--- config.mk ---
export PLATFORM = sky130hd
export DESIGN_NAME = cpmg_seq_flat
export DESIGN_NICKNAME = d
export VERILOG_FILES = /design/src/rtl/cpmg_if.sv /design/src/rtl/cpmg_seq.sv /design/src/flat_wrapper.sv
export SDC_FILE = /design/constraint.sdc
export NUM_CORES = 1
export LEC_CHECK = 0
export CORE_UTILIZATION = 33
export DETAILED_ROUTE_END_ITERATION = 8
export HOLD_SLACK_MARGIN = 0.08
export PLACE_DENSITY = 0.62
export SLEW_MARGIN = 20
export SYNTH_ARGS = -nofsm -noshare
export SYNTH_HDL_FRONTEND = slang
export SYNTH_SLANG_ARGS = --single-unit
--- constraint.sdc ---
create_clock -name clk -period 16.5 [get_ports clk]
set_input_delay 4.125 -clock clk [delete_from_list [all_inputs] [get_ports clk]]
set_output_delay 4.125 -clock clk [all_outputs]
set_load 0.02 [all_outputs]
--- src/rtl/cpmg_if.sv ---
// cpmg_if: configuration, control and DAC-side signals of the CPMG sequencer
interface cpmg_if #(
  parameter int DATA_W = 16,
  parameter int CNT_W  = 32,
  parameter int ECHO_W = 16
);
  logic [CNT_W-1:0]  cfg_tau;
  logic [CNT_W-1:0]  cfg_tau_l;
  logic [ECHO_W-1:0] cfg_n_echo;
  logic [DATA_W-1:0] cfg_amp;
  logic              cfg_phase_alt;
  logic              start;
  logic              sync_pulse;
  logic              abort;
  logic [DATA_W-1:0] data;
  logic              busy;
  logic              done;
  logic              cfg_err;
  logic              acq_gate;
  logic [ECHO_W-1:0] echo_idx;
  modport master (
    output cfg_tau, cfg_tau_l, cfg_n_echo, cfg_amp, cfg_phase_alt, start, sync_pulse, abort,
    input  data, busy, done, cfg_err, acq_gate, echo_idx
  );
  modport slave (
    input  cfg_tau, cfg_tau_l, cfg_n_echo, cfg_amp, cfg_phase_alt, start, sync_pulse, abort,
    output data, busy, done, cfg_err, acq_gate, echo_idx
  );
endinterface

--- src/rtl/cpmg_seq.sv ---
// cpmg_seq: CPMG pulse sequencer producing 90/180-degree pulses and echo acquisition gates
module cpmg_seq #(
  parameter int DATA_W = 16,
  parameter int CNT_W  = 32,
  parameter int ECHO_W = 16
) (
  input logic   clk,
  input logic   rst,
  cpmg_if.slave bus
);
  typedef enum logic [2:0] {IDLE, ARM, P90, D1, P180, D2, DONE} state_t;
  state_t            state_q;
  logic [CNT_W:0]    cnt_q;
  logic [CNT_W-1:0]  tau_q, tau_l_q;
  logic [ECHO_W-1:0] n_echo_q, idx_q;
  logic [DATA_W-1:0] amp_q, data_q;
  logic              alt_q, busy_q, done_q, cfg_err_q, acq_q;
  logic [CNT_W:0]    tau_m1, tau_l_m1, tau2_m1, tau_l2_m1;
  logic [ECHO_W:0]   idx_inc;
  logic [DATA_W-1:0] amp_neg;
  // Segment lengths minus one, since the counter runs down to zero inclusive
  assign tau_m1    = {1'b0, tau_q} - (CNT_W+1)'(1);
  assign tau_l_m1  = {1'b0, tau_l_q} - (CNT_W+1)'(1);
  assign tau2_m1   = {tau_q, 1'b0} - (CNT_W+1)'(1);
  assign tau_l2_m1 = {tau_l_q, 1'b0} - (CNT_W+1)'(1);
  assign idx_inc   = {1'b0, idx_q} + (ECHO_W+1)'(1);
  assign amp_neg   = -amp_q;
  assign bus.data     = data_q;
  assign bus.busy     = busy_q;
  assign bus.done     = done_q;
  assign bus.cfg_err  = cfg_err_q;
  assign bus.acq_gate = acq_q;
  assign bus.echo_idx = idx_q;
  // Sequencer FSM; outputs are registered alongside the state they belong to
  always_ff @(posedge clk or posedge rst) begin
    if (rst) begin
      state_q   <= IDLE;
      cnt_q     <= '0;
      tau_q     <= '0;
      tau_l_q   <= '0;
      n_echo_q  <= '0;
      amp_q     <= '0;
      alt_q     <= 1'b0;
      idx_q     <= '0;
      data_q    <= '0;
      busy_q    <= 1'b0;
      done_q    <= 1'b0;
      cfg_err_q <= 1'b0;
      acq_q     <= 1'b0;
    end else begin
      done_q    <= 1'b0;
      cfg_err_q <= 1'b0;
      if (bus.abort && state_q != IDLE) begin
        state_q <= IDLE;
        cnt_q   <= '0;
        idx_q   <= '0;
        data_q  <= '0;
        busy_q  <= 1'b0;
        acq_q   <= 1'b0;
      end else begin
        case (state_q)
          IDLE: begin
            idx_q <= '0;
            if (bus.start && bus.cfg_tau != '0 && bus.cfg_tau_l != '0) begin
              tau_q    <= bus.cfg_tau;
              tau_l_q  <= bus.cfg_tau_l;
              n_echo_q <= bus.cfg_n_echo;
              amp_q    <= bus.cfg_amp;
              alt_q    <= bus.cfg_phase_alt;
              busy_q   <= 1'b1;
              state_q  <= ARM;
            end else if (bus.start) begin
              cfg_err_q <= 1'b1;
            end
          end
          ARM: if (bus.sync_pulse) begin
            state_q <= P90;
            data_q  <= amp_q;
            cnt_q   <= tau_m1;
          end
          P90: if (cnt_q == '0) begin
            state_q <= D1;
            data_q  <= '0;
            cnt_q   <= tau_l_m1;
          end else cnt_q <= cnt_q - 1'b1;
          D1: if (cnt_q == '0) begin
            state_q <= n_echo_q == '0 ? DONE : P180;
            done_q  <= n_echo_q == '0;
            data_q  <= n_echo_q == '0 ? '0 : amp_q;
            cnt_q   <= tau2_m1;
          end else cnt_q <= cnt_q - 1'b1;
          P180: if (cnt_q == '0) begin
            state_q <= D2;
            data_q  <= '0;
            acq_q   <= 1'b1;
            cnt_q   <= tau_l2_m1;
          end else cnt_q <= cnt_q - 1'b1;
          D2: if (cnt_q == '0) begin
            idx_q   <= idx_inc[ECHO_W-1:0];
            acq_q   <= 1'b0;
            cnt_q   <= tau2_m1;
            state_q <= idx_inc < {1'b0, n_echo_q} ? P180 : DONE;
            done_q  <= !(idx_inc < {1'b0, n_echo_q});
            data_q  <= !(idx_inc < {1'b0, n_echo_q}) ? '0 : (alt_q && idx_inc[0]) ? amp_neg : amp_q;
          end else cnt_q <= cnt_q - 1'b1;
          DONE: begin
            state_q <= IDLE;
            busy_q  <= 1'b0;
            idx_q   <= '0;
          end
          default: state_q <= IDLE;
        endcase
      end
    end
  end
endmodule
--- src/flat_wrapper.sv ---
// flat-port wrapper written by rule: the top's interface ports become plain ports
module cpmg_seq_flat 
#(
  parameter int DATA_W = 16,
  parameter int CNT_W  = 32,
  parameter int ECHO_W = 16
)
  (clk, rst, bus_cfg_tau, bus_cfg_tau_l, bus_cfg_n_echo, bus_cfg_amp, bus_cfg_phase_alt, bus_start, bus_sync_pulse, bus_abort, bus_data, bus_busy, bus_done, bus_cfg_err, bus_acq_gate, bus_echo_idx);
  cpmg_if #(.DATA_W(DATA_W), .CNT_W(CNT_W), .ECHO_W(ECHO_W)) bus_i ();
  input logic clk;
  input logic rst;
  input wire logic [$bits(bus_i.cfg_tau)-1:0] bus_cfg_tau;
  input wire logic [$bits(bus_i.cfg_tau_l)-1:0] bus_cfg_tau_l;
  input wire logic [$bits(bus_i.cfg_n_echo)-1:0] bus_cfg_n_echo;
  input wire logic [$bits(bus_i.cfg_amp)-1:0] bus_cfg_amp;
  input wire logic [$bits(bus_i.cfg_phase_alt)-1:0] bus_cfg_phase_alt;
  input wire logic [$bits(bus_i.start)-1:0] bus_start;
  input wire logic [$bits(bus_i.sync_pulse)-1:0] bus_sync_pulse;
  input wire logic [$bits(bus_i.abort)-1:0] bus_abort;
  output wire logic [$bits(bus_i.data)-1:0] bus_data;
  output wire logic [$bits(bus_i.busy)-1:0] bus_busy;
  output wire logic [$bits(bus_i.done)-1:0] bus_done;
  output wire logic [$bits(bus_i.cfg_err)-1:0] bus_cfg_err;
  output wire logic [$bits(bus_i.acq_gate)-1:0] bus_acq_gate;
  output wire logic [$bits(bus_i.echo_idx)-1:0] bus_echo_idx;
  assign bus_i.cfg_tau = bus_cfg_tau;
  assign bus_i.cfg_tau_l = bus_cfg_tau_l;
  assign bus_i.cfg_n_echo = bus_cfg_n_echo;
  assign bus_i.cfg_amp = bus_cfg_amp;
  assign bus_i.cfg_phase_alt = bus_cfg_phase_alt;
  assign bus_i.start = bus_start;
  assign bus_i.sync_pulse = bus_sync_pulse;
  assign bus_i.abort = bus_abort;
  assign bus_data = bus_i.data;
  assign bus_busy = bus_i.busy;
  assign bus_done = bus_i.done;
  assign bus_cfg_err = bus_i.cfg_err;
  assign bus_acq_gate = bus_i.acq_gate;
  assign bus_echo_idx = bus_i.echo_idx;
  cpmg_seq #(.DATA_W(DATA_W), .CNT_W(CNT_W), .ECHO_W(ECHO_W)) u_core (.clk(clk), .rst(rst), .bus(bus_i));
endmodule
==> results.json <==
{
  "crit_path_start_kind": "input pin",
  "layout_common_cells": "dfrtp_1, clkdlybuf4s50_1, nand2_1, o21ai_0",
  "worstPathArrival_ns": 7.52,
  "drt_iter0_drc": 884,
  "synthTopCellsByArea": "dfrtp_1, mux2_2, o21ai_0, xnor2_1, nand2_1",
  "worstSetupStartpoint": "bus_abort",
  "synth_cell_type_count": 69,
  "power_density_nw_per_um2": 174,
  "min_period_ns": 7.22,
  "hold_slack_ns": 0.530,
  "max_slew_margin_pct": 25.0,
  "finalWirelength_um": 34600,
  "leakage_nw": 5.03,
  "yosysTopAreaCellShare_pct": 39.2,
  "grt_pass1_wl_um": 54400,
  "cts_max_path_buffers": 2,
  "r2r-start": "u_core.bus.echo_idx[0]",
  "endpoint_kind": "register",
  "yosys_warnings": 0,
  "design.core.area_um2": 31900,
  "status": "finished clean",
  "numClockSinks": 169,
  "antenna_found_initial": 0,
  "die_h_um": 183,
  "drt_first_pass_iters": 5,
  "diodes": 0,
  "setup_tns_ns": 0,
  "syn-instance-count": 1197,
  "core.rowCount": 65,
  "cpPeakStageDelay_ns": 0.92,
  "path_class": "input pin to register",
  "hold_start": "u_core.cnt_q[7]",
  "die_x_um": 183,
  "grt_util_all_layers_pct": 20.8,
  "h-tree-depth": 4,
  "cts_tree": "yes",
  "ant_nets": 0,
  "cts_buffers": 17,
  "die-area_um2": 33400,
  "fin_worst_skew_ns": 0.0188,
  "yosysSeqAreaShare_pct": 39.2,
  "drive_gt1_share_pct": 11.4,
  "synth-async-reset-ratio_pct": 100,
  "n_fill_cell": 3186,
  "critPathRequiredTime_ns": 16.80,
  "avgSynthCellArea_um2": 9.02,
  "ys.flop_type": "dfrtp_1",
  "cts-root-buf": "clkbuf_16",
  "postCtsHoldBufs": 0,
  "wl_per_cell_um": 19.8,
  "finalCritPeriodShare_pct": 43.7,
  "area_growth_pct": 22.9,
  "dp_hpwl_um": 25400,
  "critical_path.max_fanout": 12,
  "dpl_cell_area_um2": 12600,
  "vias_per_cell": 5.73,
  "setup_viol_count_final": 0,
  "cts_resized": 0,
  "synth-edff-count": 0,
  "clock_latency_ns": 0.45,
  "worstPathCellList": "clkdlybuf4s50_1, a211oi_2, nand2_1, o21bai_1, o311ai_0, a22oi_1, a31oi_1",
  "start_util_pct": 33.9,
  "worst_path_max_delay_cell": "o21bai_1",
  "place_ws_ns": 8.97,
  "grt_start_max_net_pins": 72,
  "hold_path_class": "register to register",
  "tightest_slew_ns": 1.10,
  "ios": 138,
  "grt_pass1_vias": 9494,
  "maxCapViolations": 0,
  "overflow": 0,
  "final_nets": 1418,
  "gp_congestion": 0.941,
  "yosysTopAreaCell": "dfrtp_1",
  "fin_ws_ns": 9.28,
  "num_vias": 9980,
  "rsz0062_at_grt": "no",
  "io_buffer_count": 137,
  "ys_seq_elements": 169,
  "syn_area_um2": 10800,
  "peakVddDrop_mv": 0.0905,
  "finish.instance_area_um2": 13300,
  "final_common_cell": "dfrtp_1",
  "drv_slew": 0,
  "finalHoldViolations": 0,
  "postCtsSetupBuffers": 0,
  "syn_nets": 1320,
  "route.detailed.drc": 0,
  "path_clk_slew_ns": 0.07,
  "fmax_mhz": 139
}
## cell type report
cell class	count	area (um2)	area share [%]
inverter	33	129	0.971
clock buffer	17	425	3.21
multi-input combinational	918	6200	46.7
sequential	169	4230	31.9
clock inverter	15	226	1.71
timing repair buffer	156	1510	11.4
tap	435	544	4.10
## per-stage QoR
stage | std cells | total power [W] | util (%)
finish | 1743 | 0.00231 | 41.6
floorplan | 1197 | 0.00150 | -
global route | 1743 | 0.00245 | 41.6
CTS | 1743 | 0.00230 | 41.6
detailed placement | 1711 | 0.00185 | 39.6
global placement | 1711 | 0.00183 | 39.5
## sequential cells by signal, summed over array words and instances, names as in the netlist
signal and cells:
u_core.alt_q 1, u_core.state_q 3, u_core.tau_q 32, u_core.n_echo_q 16
u_core.tau_l_q 32, u_core.bus.done 1, u_core.bus.echo_idx 16, u_core.bus.cfg_err 1
u_core.cnt_q 33, u_core.bus.busy 1, u_core.bus.acq_gate 1, u_core.amp_q 16
u_core.bus.data 16
## synthesized netlist by cell type (5+ instances only)
| cell | n |
|---|---|
| dfrtp_1 | 169 |
| nand2_1 | 93 |
| o21ai_0 | 93 |
| nor2_1 | 76 |
| mux2_2 | 75 |
| clkbuf_1 | 70 |
| a21oi_1 | 65 |
| nor4_1 | 55 |
| xnor2_1 | 53 |
| nor3_1 | 45 |
| inv_1 | 33 |
| xor2_1 | 30 |
| or3_1 | 28 |
| or4_1 | 26 |
| a31oi_1 | 21 |
| ha_1 | 21 |
| nand3_1 | 21 |
| a221oi_1 | 13 |
| o31ai_1 | 13 |
| a22o_1 | 12 |
| a22oi_1 | 12 |
| nand4_1 | 12 |
| a21o_1 | 11 |
| nand2b_1 | 10 |
| o22ai_1 | 9 |
| or2_2 | 9 |
| a211oi_1 | 7 |
| nor2b_1 | 7 |
| o221ai_1 | 7 |
| o41ai_1 | 6 |
| a221o_1 | 5 |
| a311oi_1 | 5 |
| and3_1 | 5 |
| buf_2 | 5 |
| nor3b_1 | 5 |
## path summary, 6_finish.rpt
kind	endpoint	slack (ns)	cells after the start
hold reg to reg	u_core.cnt_q[7]	0.53	1
setup reg to reg	u_core.bus.data[11]	11.99	15
setup / recovery	u_core.cnt_q[25]	9.28	7
hold / removal	u_core.cnt_q[7]	0.53	1
max in group asynchronous	u_core.amp_q[6]	10.42	4
min in group asynchronous	u_core.amp_q[12]	4.09	2
## power breakdown
group | leakage, nW | switching (W) | total, W | internal (W)
Combinational | 2.62 | 0.000590 | 0.00104 | 0.000454
Clock | 0.315 | 0.000203 | 0.000439 | 0.000236
Sequential | 2.09 | 0.000232 | 0.000826 | 0.000595
## logic make-up after synthesis
kind of cell               share of synthesized area [%]
buffers and inverters                               3.88
muxes                                               8.01
adders and majority gates                           2.53
AOI/OAI and AO/OA                                   19.6
and+or+nand+nor                                     20.1
xor gates and xnor gates                            6.73
DFF                                                 39.2
## per-layer routing
layer	GRT usage [%]	vias up	part of all wire, %	wire length (um)
met2	32.4	398	45	15600
met4	6.30	0	2.0	686
met3	3.28	43	7.1	2460
li1	-	4697	-	-
met1	29.6	4842	46	15800
met5	0	-	0	0
## worst max-delay path: cells and delay by family
family / cells / cell delay, ns
compound gates: 5 / 2.46
simple gates: 1 / 0.23
buf+inv: 1 / 0.69
(Power assumes the default switching activity.)
